<file path="src/rtl/axi_burst_write_master.sv">
// rtl/axi_burst_write_master.sv - single-outstanding AXI4 INCR burst write initiator
// Optional 4KB-crossing command rejection: define AXI_WRITE_MASTER_4KB_CHECK_EN.
module axi_burst_write_master #(
  parameter int AXI_ADDR_WIDTH = 32,
  parameter int AXI_DATA_WIDTH = 32,
  parameter int AXI_ID_WIDTH   = 8,
  parameter int AXI_STRB_WIDTH = AXI_DATA_WIDTH / 8
) (
  input  logic                      axi_clk,
  input  logic                      axi_reset,
  input  logic [AXI_ADDR_WIDTH-1:0] cmd_addr,
  input  logic [7:0]                cmd_len,
  input  logic [AXI_ID_WIDTH-1:0]   cmd_id,
  input  logic                      cmd_valid,
  output logic                      cmd_ready,
  input  logic [AXI_DATA_WIDTH-1:0] s_data,
  input  logic [AXI_STRB_WIDTH-1:0] s_strb,
  input  logic                      s_valid,
  output logic                      s_ready,
  output logic [AXI_ADDR_WIDTH-1:0] axi_aw_addr,
  output logic [1:0]                axi_aw_burst,
  output logic [2:0]                axi_aw_size,
  output logic [AXI_ID_WIDTH-1:0]   axi_aw_id,
  output logic [7:0]                axi_aw_len,
  output logic                      axi_aw_valid,
  input  logic                      axi_aw_ready,
  output logic [AXI_DATA_WIDTH-1:0] axi_w_data,
  output logic [AXI_STRB_WIDTH-1:0] axi_w_strb,
  output logic                      axi_w_last,
  output logic                      axi_w_valid,
  input  logic                      axi_w_ready,
  input  logic [1:0]                axi_b_resp,
  input  logic [AXI_ID_WIDTH-1:0]   axi_b_id,
  input  logic                      axi_b_valid,
  output logic                      axi_b_ready,
  output logic [1:0]                rsp_resp,
  output logic [AXI_ID_WIDTH-1:0]   rsp_id,
  output logic                      rsp_valid,
  input  logic                      rsp_ready
);

  localparam int SIZE = $clog2(AXI_STRB_WIDTH);
  localparam logic [AXI_ADDR_WIDTH-1:0] ADDR_MASK = ~(AXI_ADDR_WIDTH'(AXI_STRB_WIDTH - 1));

  localparam logic [1:0] ST_IDLE  = 2'd0;
  localparam logic [1:0] ST_BURST = 2'd1;
  localparam logic [1:0] ST_RESP  = 2'd2;
  localparam logic [1:0] ST_DONE  = 2'd3;

  logic [1:0] state;
  logic [7:0] beat_cnt;
  logic       aw_done;
  logic       w_done;
  logic       beats_left;
  logic       aw_hs;
  logic       w_hs;
  logic       w_last_hs;
  logic       cmd_reject;

`ifdef AXI_WRITE_MASTER_4KB_CHECK_EN
  logic [31:0] burst_end;
  assign burst_end  = 32'(cmd_addr[11:0]) + ((32'(cmd_len) + 32'd1) << SIZE);
  assign cmd_reject = burst_end > 32'd4096;
`else
  assign cmd_reject = 1'b0;
`endif

  // cmd_ready is gated by reset so nothing is offered while reset is held
  assign cmd_ready    = (state == ST_IDLE) && !axi_reset;
  assign beats_left   = (state == ST_BURST) && !w_done;
  assign axi_w_valid  = s_valid & beats_left;
  assign s_ready      = axi_w_ready & beats_left;
  assign axi_w_data   = s_data;
  assign axi_w_strb   = s_strb;
  assign axi_w_last   = beats_left && (beat_cnt == axi_aw_len);
  assign axi_aw_burst = 2'b01;
  assign axi_aw_size  = 3'(SIZE);
  assign axi_b_ready  = (state == ST_RESP);
  assign rsp_valid    = (state == ST_DONE);

  assign aw_hs     = axi_aw_valid & axi_aw_ready;
  assign w_hs      = axi_w_valid & axi_w_ready;
  assign w_last_hs = w_hs & axi_w_last;

  always_ff @(posedge axi_clk or posedge axi_reset) begin
    if (axi_reset) begin
      state        <= ST_IDLE;
      axi_aw_addr  <= '0;
      axi_aw_len   <= '0;
      axi_aw_id    <= '0;
      axi_aw_valid <= 1'b0;
      aw_done      <= 1'b0;
      w_done       <= 1'b0;
      beat_cnt     <= '0;
      rsp_resp     <= '0;
      rsp_id       <= '0;
    end else begin
      case (state)
        ST_IDLE: begin
          if (cmd_valid) begin
            if (cmd_reject) begin
              rsp_resp <= 2'b10;
              rsp_id   <= cmd_id;
              state    <= ST_DONE;
            end else begin
              axi_aw_addr  <= cmd_addr & ADDR_MASK;
              axi_aw_len   <= cmd_len;
              axi_aw_id    <= cmd_id;
              axi_aw_valid <= 1'b1;
              aw_done      <= 1'b0;
              w_done       <= 1'b0;
              beat_cnt     <= '0;
              state        <= ST_BURST;
            end
          end
        end
        ST_BURST: begin
          if (aw_hs) begin
            axi_aw_valid <= 1'b0;
            aw_done      <= 1'b1;
          end
          if (w_hs) beat_cnt <= beat_cnt + 8'd1;
          if (w_last_hs) w_done <= 1'b1;
          // AW and the last W beat may complete on the same edge
          if ((aw_done || aw_hs) && (w_done || w_last_hs)) state <= ST_RESP;
        end
        ST_RESP: begin
          if (axi_b_valid) begin
            rsp_id   <= axi_b_id;
            rsp_resp <= (axi_b_id != axi_aw_id) ? 2'b10 : axi_b_resp;
            state    <= ST_DONE;
          end
        end
        ST_DONE: begin
          if (rsp_ready) state <= ST_IDLE;
        end
        default: state <= ST_IDLE;
      endcase
    end
  end

endmodule

</file>
<file path="config.mk">
export PLATFORM = sky130hd
export DESIGN_NAME = axi_burst_write_master
export DESIGN_NICKNAME = d
export VERILOG_FILES = /design/src/rtl/axi_burst_write_master.sv
export SDC_FILE = /design/constraint.sdc
export NUM_CORES = 1
export LEC_CHECK = 0
export BUFFER_PORTS_ARGS = -buffer_cell sky130_fd_sc_hd__clkbuf_2
export CORE_UTILIZATION = 39
export DETAILED_ROUTE_END_ITERATION = 7
export PLACE_DENSITY = 0.75
export SLEW_MARGIN = 30
export SYNTH_ARGS = -nofsm -noshare
export SYNTH_HDL_FRONTEND = slang
export SYNTH_SLANG_ARGS = --single-unit
</file>
<file path="constraint.sdc">
create_clock -name axi_clk -period 1.9 [get_ports axi_clk]
set_input_delay 0.19 -clock axi_clk [delete_from_list [all_inputs] [get_ports axi_clk]]
set_output_delay 0.19 -clock axi_clk [all_outputs]
set_load 0.01 [all_outputs]
</file>
# == After elaboration in Yosys (flattened, before gate mapping) ==
# Index checks and enable logic that the tools add are counted.
# totals
input_bits,102
register_bits,69
out_inout_bits,106
# op_classes
n_mux,17
n_eq_ne,12
bitwise_logic,5
n_reduce_logical,16
addsub,1
# op_table
operator,n
8-bit 2-to-1 mux,2
8-bit one-hot mux with 2 select lines,1
2-bit 2-to-1 mux,5
"2-bit inequality test, second input constant",5
3-bit AND reduction,3
"8-bit by 1-bit adder with 8-bit output, second input constant",1
8-bit equality test,1
8-bit inequality test,1
2-bit one-hot mux with 4 select lines,1
1-bit one-hot mux with 2 select lines,3
1-bit AND,5
1-bit 2-to-1 mux,5
"2-bit equality test, second input constant",2
1-bit logical AND,4
"2-bit by 1-bit inequality test with 1-bit output, second input constant",2
2-bit AND reduction,2
4-bit AND reduction,1
"2-bit by 1-bit equality test with 1-bit output, second input constant",1
1-bit zero test,2
2-bit zero test,1
1-bit logical OR,2
2-bit nonzero test,1

# == Logic depth before layout (Yosys ltp) ==
# Gate-level depths: netlist (run 1).
# logic_depth
ltp_word,9
ltp_mapped,7

# == Worst setup path before layout (run 1) ==
# OpenSTA, ideal clock, no wires.
# synth_path
path_kind,flip-flop to flip-flop
startpoint,register state[0]
endpoint,register axi_aw_addr[31]
path_buffers,2
arrival_time_ns,1.812
stages_incl_launch_ff,7
period_less_slack_ns,1.937
required_ns,1.775
path_slack_ns,-0.037
cell_sequence,dfrtp_1 -> inv_1 -> ha_1 -> nand2_1 -> clkbuf_1 -> clkbuf_1 -> mux2_2
# synth_via
elab_chain_cells,2
# synth_lines
element,line,source
from (decl),50,logic [1:0] state;
from (signal assigned),87,state <= ST_IDLE;
from (signal assigned),104,state <= ST_DONE;
from (signal assigned),113,state <= ST_BURST;
2-bit zero test,98,case (state)
2-bit AND reduction (no source line),--,
to (signal assigned),106,axi_aw_addr <= cmd_addr & ADDR_MASK;
to (decl),20,"output logic [AXI_ADDR_WIDTH-1:0] axi_aw_addr,"
# Every way passes these cells.
# A chain may end at the register's enable or synchronous reset.

# == Worst setup path in the final report (run 1) ==
# layout_path
startpoint,register beat_cnt[2]
endpoint,output port axi_w_last
# layout_via
elab_chain_cells,2
# layout_lines
element,line,source
from (decl),51,logic [7:0] beat_cnt;
from (signal assigned),122,if (w_hs) beat_cnt <= beat_cnt + 8'd1;
8-bit equality test,75,assign axi_w_last = beats_left && (beat_cnt == axi_aw_len);
1-bit logical AND,75,
to (decl),29,"output logic axi_w_last,"
# Every way passes these cells.

==> impl_metrics.json, run 1 <==
{
  "ys_ff_latch": 69,
  "yosysTopAreaCell": "dfrtp_1",
  "num_rows": 33,
  "cts_buffer_depth": 2,
  "drive_above_1_share": 0.578,
  "synth_area_sq_um": 3320,
  "rsz0062_at_grt": "true",
  "cap_violations": 0,
  "cts_buffers": 9,
  "synth_most_common_cell": "dfrtp_1",
  "wirelength_microns": 7120,
  "path_max_fanout": 3,
  "path_cells": "xor2_1 -> nor4_2 -> buf_4 -> nand2_2 -> nor3_4 -> buf_2",
  "drc": 0,
  "setup_viol": 0,
  "hold_path_class": "in2reg",
  "slew_viol_final": 0,
  "synthArstFlopShare": 1.00,
  "initial_core_util": 0.404,
  "die_h_microns": 94.3,
  "drtIter0Drc": 90,
  "antenna_left": 0,
  "crit_arrival_ns": 1.67,
  "ir_drop_uv": 503,
  "coreArea_sq_um": 8220,
  "setup.worst_path.class": "reg2out",
  "ys_warn_count": 0,
  "dieArea_sq_um": 8890,
  "crit_required_ns": 1.71,
  "outcome": "finished clean",
  "synth_top_area_frac": 0.520,
  "cts_tree": "done",
  "grt_pass1_wl_microns": 11100,
  "post_drt_via_cell_ratio": 4.73,
  "start_kind": "flip-flop",
  "synth_area_leaders": "dfrtp_1 52%, mux2_2 18%, buf_4 9.7%",
  "antenna_cells": 0,
  "synth_ff_type": "dfrtp_1",
  "cts.clk_slew.worst_paths_ns": 0.08,
  "syn2layout_area_growth_pct": 27.5,
  "grtUsageTotal": 0.165,
  "stdcell_count": 496,
  "powerDensity_nw_per_um2": 794,
  "fmax_mhz": 537,
  "insertion_delay_ns": 0.34,
  "vias": 2346,
  "place_inst": 476,
  "cp_slowest_cell": "dfrtp_1",
  "max_stage_delay_ns": 0.39,
  "crit_buf_inv": 2,
  "cp-end-kind": "output pin",
  "ys_types": 30,
  "fin_skew_ns": 0.00829,
  "syn_avg_cell_area_sq_um": 12.3,
  "synthCells": 271,
  "gr-total-overflow": 0,
  "clock-sinks": 69,
  "cts_root_buffer": "clkbuf_8",
  "fin_crit_sh": 0.980,
  "num_io_pins": 208,
  "wl_per_cell_microns": 14.4,
  "antenna_found_initial": 0,
  "dpl.hpwl_microns": 5370,
  "htreeDepth": 3,
  "fin_crit_ns": 1.86,
  "fin_nets": 495,
  "place.gp.congestion": 0.818,
  "synth_commonest_cells": "69 x dfrtp_1, 54 x mux2_2, 43 x buf_4",
  "seq_area_frac_synth": 0.520,
  "hold_violations": 0,
  "die_x_microns": 94.3,
  "numPortBuffers": 126,
  "grt_max_degree": 41,
  "first_pass_iters": 4,
  "p_leak_nw": 2.42,
  "synth-edff-count": 0,
  "hold_ws_ns": 0.0796,
  "grt_pass1_vias": 2317,
  "critPathTopFamily": "simple AND/OR/NAND/NOR gates"
}
## logic make-up (layout without fill, tap and decap cells)
family / after synthesis / in the layout / synth area share
flops: 69 / 69 / 0.520
buf+inv: 58 / 173 / 0.114
mux: 56 / 56 / 0.191
simple gates: 43 / 43 / 0.0644
xor+xnor: 22 / 22 / 0.0580
compound gates: 15 / 15 / 0.0279
fa+ha+maj: 6 / 6 / 0.0226
other cells: 2 / 7 / 0.00226
## power by group
part           internal, mW  total [mW]  leakage [nW]  switching, mW
combinational         0.255       0.510          1.37          0.255
clock                 0.766        1.30         0.105          0.529
sequential             1.51        1.55         0.951         0.0391
## layer usage
metal / vias to the layer above / global-route usage / routed length [microns]
met5: - / 0 / 0
met4: 0 / 0.0923 / 138
met3: 22 / 0.0518 / 567
met2: 93 / 0.268 / 3590
met1: 1135 / 0.191 / 2830
li1: 1096 / - / -
## cell type report
| class | instances | area (sq um) |
|---|---|---|
| multi-input cells | 149 | 1280 |
| inverters | 9 | 37.5 |
| well taps | 105 | 131 |
| repair buffers | 149 | 847 |
| clock buffers | 11 | 141 |
| fillers | 735 | 3980 |
| clock inverters | 4 | 72.6 |
| flip-flops and latches | 69 | 1730 |
## metrics by stage
| stage | total power [mW] | setup TNS [ns] | utilization | cell area, sq um | worst slack (ns) |
|---|---|---|---|---|---|
| after CTS | 3.36 | -0.0248 | 0.509 | 4180 | -0.0248 |
| after global routing | 3.52 | -0.136 | 0.515 | 4230 | -0.101 |
| after detailed placement | 2.03 | -0.0203 | 0.479 | 3940 | -0.0203 |
| after global placement | 2.02 | -0.0227 | 0.479 | 3940 | -0.0227 |
| after floorplan | 1.88 | 0 | - | 3340 | 0.0117 |
| final | 3.36 | 0 | 0.515 | 4230 | 0.0386 |
## registers in the layout (all words and copies together), names as in the netlist
register and cells:
axi_aw_len 8, rsp_id 8, axi_aw_id 8, axi_aw_valid 1
w_done 1, state 2, beat_cnt 8, aw_done 1
rsp_resp 2, axi_aw_addr 30
## placed cells by master, fill, tap and decap left out, types with 6 or more instances in the layout
cell	netlist	layout
buf_4	43	18
clkbuf_2	0	125
clkbuf_8	0	10
conb_1	2	7
dfrtp_1	69	69
ha_1	6	6
inv_1	9	8
mux2_2	54	54
nand2_1	10	8
nor2_1	12	12
xnor2_1	8	8
xor2_1	14	14
## worst paths after layout
kind	start	to	slack, ns	cells after the start
max	beat_cnt[2]	axi_w_last	0.04	6
min in group asynchronous	axi_reset	axi_aw_valid	0.35	3
min reg2reg	axi_aw_addr[3]	axi_aw_addr[3]	0.51	1
max reg2reg	state[1]	state[1]	0.05	7
max in group asynchronous	axi_reset	axi_aw_len[3]	1.02	4
min	cmd_id[0]	axi_aw_id[0]	0.08	2
## repair_timing
action	4_1_cts	5_1_grt
setup endpoints to repair	2	6
pin swaps	2	2
endpoints found under the hold margin	12	0
gates resized for setup	2	8
setup buffers	2	2
hold buffers	1	0
(Power assumes the default switching activity.)
==> run 2, diff against run 1 <==
Settings changed: CORE_ASPECT_RATIO set to 0.5, CORE_MARGIN set to 4.
Clock period 1.9 ns to 1.7 ns, I/O delays scaled along.
==> run 2 against run 1 <==
Against the previous run:
- the run now ends with negative setup slack left
- clock skew decreased by 0.0043 ns
- highest routed layer unchanged
- core utilization grew 3.1 points
- first-iteration DRC count up 30%
==> impl_metrics.json, run 2 (synthesis gave the netlist of run 1 again) <==
{
  "fin_ws_ns": -0.269,
  "die_h_microns": 73.3,
  "ir_drop_uv": 520,
  "cp_slowest_cell": "dfrtp_1",
  "r2r-start": "beat_cnt[5]",
  "endpoint": "axi_w_last",
  "switching_power_mw": 0.959,
  "pwr-share-seq": 0.435,
  "wl_per_cell_microns": 16.3,
  "path_cells": "xor2_1 -> nor4_2 -> buf_4 -> nand2_2 -> nor3_2 -> buf_2",
  "hold_path_class": "in2reg",
  "r2r_end": "state[1]",
  "num_io_pins": 208,
  "max_stage_delay_ns": 0.39,
  "dieArea_sq_um": 10100,
  "drtIter0Drc": 117,
  "grtUsageTotal": 0.163,
  "path_max_fanout": 2,
  "fin_skew_ns": 0.00398,
  "powerDensity_nw_per_um2": 900,
  "crit_buf_inv": 2,
  "place_ws_ns": -0.103,
  "clock-sinks": 69,
  "cts_root_buffer": "clkbuf_16",
  "fmax_mhz": 508,
  "nFillCells": 682,
  "power_frac_comb": 0.144,
  "grt_pass1_vias": 2515,
  "final_cell_mix": "125 x clkbuf_2, 69 x dfrtp_1, 54 x mux2_2",
  "grt_pass1_wl_microns": 13000,
  "switching_share": 0.240,
  "place_inst": 494,
  "cts.clk_slew.worst_paths_ns": 0.05,
  "p_leak_nw": 2.50,
  "start_kind": "flip-flop",
  "htreeDepth": 3,
  "finalSetupTns_ns": -0.646,
  "critPathTopFamily": "simple AND/OR/NAND/NOR gates",
  "drc": 0,
  "slew_viol_final": 0,
  "insertion_delay_ns": 0.32,
  "drive_above_1_share": 0.615,
  "internal_power_mw": 3.04,
  "coreArea_sq_um": 8140,
  "dpl.hpwl_microns": 6520,
  "worstSetupStartpoint": "beat_cnt[5]",
  "num_rows": 23,
  "hold_violations": 0,
  "numPortBuffers": 126,
  "final_area_sq_um": 4450,
  "outcome": "finished, violations left",
  "syn2layout_area_growth_pct": 34.0,
  "pwr-share-clk": 0.422,
  "post_drt_via_cell_ratio": 4.67,
  "hold_ws_ns": 0.0771,
  "first_pass_iters": 4,
  "grt_max_degree": 44,
  "rsz0062_at_grt": "true",
  "antenna_found_initial": 0,
  "final_common_cell": "clkbuf_2",
  "cp-end-kind": "output pin",
  "fin_nets": 508,
  "cap_violations": 0,
  "cts_tree": "done",
  "antenna_cells": 0,
  "top_register": "axi_aw_addr",
  "crit_required_ns": 1.53,
  "largest_reg_flops": 30,
  "place_area_sq_um": 4040,
  "crit_arrival_ns": 1.80,
  "fin_crit_ns": 1.97,
  "antenna_left": 0,
  "reg2reg_depth": 6,
  "place.gp.congestion": 0.796,
  "setup.worst_path.class": "reg2out",
  "r2r_setup_slack_ns": -0.21,
  "violations": "negative setup slack",
  "fin_crit_sh": 1.16,
  "vias": 2414,
  "wirelength_microns": 8430,
  "cts_buffer_depth": 2,
  "die_x_microns": 138,
  "initial_core_util": 0.408,
  "gr-total-overflow": 0,
  "stdcell_count": 517,
  "path_depth": 6,
  "cts_buffers": 9,
  "setup_viol": 3
}
==> run 2: power by group through the flow <==
stage | logic [mW] | registers [mW] | clock network (mW)
global placement | 0.501 | 1.76 | 0
finish | 0.575 | 1.74 | 1.69
global route | 0.646 | 1.74 | 1.81
detailed placement | 0.512 | 1.76 | 0
CTS | 0.561 | 1.74 | 1.74
floorplan | 0.338 | 1.78 | 0
==> run 2: worst min path at each step <==
| stage | start | to | slack, ns | depth (start not counted) |
|---|---|---|---|---|
| 2_1_floorplan | axi_b_resp[1] | rsp_resp[1] | 0.30 | 2 |
| 3_3_place_gp | axi_reset | axi_aw_id[1] | 0.22 | 2 |
| 3_5_place_dp | axi_reset | axi_aw_id[4] | 0.22 | 2 |
| 4_1_cts | cmd_addr[4] | axi_aw_addr[4] | 0.06 | 2 |
| 5_1_grt | cmd_addr[7] | axi_aw_addr[7] | 0.06 | 2 |
| 6_report | axi_b_resp[1] | rsp_resp[1] | 0.08 | 3 |
==> run 2: cell type report <==
cell class                 instances  area [sq um]  share of cell area
timing repair buffer             162           945               0.212
clock buffer                      15           268              0.0602
tap                              112           140              0.0315
multi-input combinational        149          1330               0.298
inverter                           9          37.5             0.00844
clock inverter                     1          5.00             0.00112
sequential                        69          1730               0.388
==> run 2: layer usage <==
metal | GRT usage | routed length [microns]
met1 | 0.175 | 3070
met4 | 0.0778 | 136
met2 | 0.296 | 4610
met5 | 0.00478 | 0
met3 | 0.0579 | 614
==> run 2: worst reg2reg max path, cell delays in order (launching register included) <==
cell and delay [ns]:
dfrtp_1 0.39, xor2_1 0.18, nor4_2 0.37, buf_4 0.18
nand3_2 0.06, a311o_1 0.32, mux2_4 0.30
==> run 2: timing repair <==
item / in CTS / in global routing
setup buffers: 5 / 2
hold buffers: 1 / 0
hold endpoints to repair: 19 / 0
setup endpoints to repair: 10 / 11
gates resized for setup: 8 / 13
pin swaps: 4 / 16
==> run 2: through the flow <==
| step | utilization | power [mW] |
|---|---|---|
| CTS | 0.538 | 4.04 |
| floorplan | - | 2.11 |
| finish | 0.546 | 4.00 |
| detailed placement | 0.497 | 2.28 |
| global placement | 0.497 | 2.26 |
| global route | 0.546 | 4.20 |
==> run 3, diff against run 2 <==
Clock period 1.7 ns to 1.8 ns, I/O delays scaled along.
==> run 3 against run 2 <==
Against the previous run:
- the run still ends with negative setup slack left
- sequential power down 6%
- clock power down 5%
- die area unchanged
- hold slack better by 0.011 ns
- critical endpoint unchanged
- largest power group unchanged
==> impl_metrics.json, run 3 (synthesis gave the netlist of run 1 again) <==
{
  "outcome": "finished, violations left",
  "violations": "negative setup slack",
  "setup_viol": 3,
  "insertion_delay_ns": 0.32,
  "fmax_mhz": 520,
  "cts_root_buffer": "clkbuf_16",
  "grt_max_degree": 30,
  "wirelength_microns": 8130,
  "nFillCells": 703,
  "num_io_pins": 208,
  "final_area_sq_um": 4300,
  "cts_tree": "done",
  "crit_arrival_ns": 1.74,
  "place.gp.congestion": 0.790,
  "pwr-share-clk": 0.428,
  "power_frac_comb": 0.134,
  "worstSetupStartpoint": "beat_cnt[2]",
  "drtIter0Drc": 81,
  "pwr-share-seq": 0.439,
  "htreeDepth": 3,
  "largest_reg_flops": 30,
  "antenna_found_initial": 0,
  "die_h_microns": 73.3,
  "hold_start": "cmd_len[1]",
  "path_max_fanout": 3,
  "clock-sinks": 69,
  "fin_nets": 498,
  "top_register": "axi_aw_addr",
  "path_cells": "xor2_1 -> nor4_2 -> buf_4 -> nand2_2 -> nor3_2 -> buf_2",
  "switching_share": 0.236,
  "place_ws_ns": -0.0216,
  "initial_core_util": 0.408,
  "wl_per_cell_microns": 16.0,
  "powerDensity_nw_per_um2": 872,
  "first_pass_iters": 4,
  "place_inst": 486,
  "vias": 2359,
  "start_kind": "flip-flop",
  "internal_power_mw": 2.86,
  "antenna_left": 0,
  "max_stage_delay_ns": 0.42,
  "final_common_cell": "clkbuf_2",
  "drive_above_1_share": 0.577,
  "setup.worst_path.class": "reg2out",
  "fin_crit_sh": 1.07,
  "final_cell_mix": "125 x clkbuf_2, 69 x dfrtp_1, 54 x mux2_2",
  "gr-total-overflow": 0,
  "cts.clk_slew.worst_paths_ns": 0.05,
  "post_drt_via_cell_ratio": 4.65,
  "ir_drop_uv": 506,
  "grt_pass1_vias": 2498,
  "hold_violations": 0,
  "p_leak_nw": 2.46,
  "relSlewSlack": 0.572,
  "antenna_cells": 0,
  "dieArea_sq_um": 10100,
  "place_area_sq_um": 3970,
  "numPortBuffers": 126,
  "slew_viol_final": 0,
  "drc": 0,
  "dpl.hpwl_microns": 6370,
  "tightest_slew_ns": 0.641,
  "syn2layout_area_growth_pct": 29.4,
  "cts_buffer_depth": 2,
  "hold_path_class": "in2reg",
  "switching_power_mw": 0.884,
  "crit_required_ns": 1.62,
  "cp-end-kind": "output pin",
  "die_x_microns": 138,
  "cts_buffers": 9,
  "fin_skew_ns": 0.00458,
  "coreArea_sq_um": 8140,
  "hold_ws_ns": 0.0879,
  "cp_slowest_cell": "dfrtp_1",
  "grt_pass1_wl_microns": 12700,
  "r2r-start": "beat_cnt[2]",
  "fin_crit_ns": 1.92,
  "grtUsageTotal": 0.158,
  "rsz0062_at_grt": "true",
  "stdcell_count": 507,
  "cap_violations": 0,
  "fin_ws_ns": -0.123,
  "num_rows": 23
}
## run 3: cell count changes in the layout (fill, tap and decap cells not counted), sizes merged
cell | previous run | this run
buf | 36 | 26
## run 3: area by class of cell
type | count | area (sq um) | share of cell area
flip-flops and latches | 69 | 1730 | 0.402
multi-input cells | 149 | 1270 | 0.295
repair buffers | 152 | 853 | 0.199
clock buffers | 15 | 268 | 0.0623
well taps | 112 | 140 | 0.0326
inverters | 9 | 37.5 | 0.00874
clock inverters | 1 | 5.00 | 0.00116
## run 3: path summary, 6_finish.rpt
kind | end | slack [ns] | depth (start not counted)
setup / recovery | axi_w_last | -0.12 | 6
hold / removal | axi_aw_len[1] | 0.09 | 2
setup reg to reg | state[1] | -0.06 | 5
hold reg to reg | rsp_resp[0] | 0.49 | 2
max in group asynchronous | axi_aw_addr[7] | 0.67 | 4
min in group asynchronous | rsp_id[3] | 0.52 | 3
## run 3: power by group through the flow
stage	combinational [mW]	sequential [mW]	clock (mW)
after CTS	0.476	1.64	1.64
after global routing	0.554	1.65	1.72
after floorplan	0.319	1.68	0
after global placement	0.449	1.67	0
final	0.500	1.64	1.60
after detailed placement	0.458	1.67	0
## run 3: worst max-delay path: cells and delay by family (launching register included)
| kind | cells | cell delay (ns) |
|---|---|---|
| buffers and inverters | 2 | 0.32 |
| xor gates and xnor gates | 1 | 0.19 |
| DFF | 1 | 0.42 |
| and+or+nand+nor | 3 | 0.49 |
## run 3: stage by stage
| stage | power [mW] | utilization | TNS [ns] |
|---|---|---|---|
| 4_1_cts | 3.76 | 0.525 | -0.255 |
| 6_report | 3.75 | 0.528 | -0.213 |
| 5_1_grt | 3.93 | 0.528 | -0.865 |
| 2_1_floorplan | 2.00 | - | 0 |
| 3_3_place_gp | 2.12 | 0.487 | 0 |
| 3_5_place_dp | 2.13 | 0.487 | -0.0216 |
## run 3: repair_timing
item,CTS,global route
setup endpoints to repair,3,11
resized for setup,2,4
endpoints found under the hold margin,26,0
pin swaps,1,4
hold buffers,1,0
cloned,0,0
buffers inserted,2,2
## run 3: per-layer routing
layer | track usage | vias up | share of wire
met1 | 0.175 | 1119 | 0.38
met3 | 0.0624 | 14 | 0.083
met2 | 0.285 | 118 | 0.52
met5 | 0.00478 | - | 0
met4 | 0.0482 | 0 | 0.010
li1 | - | 1108 | -
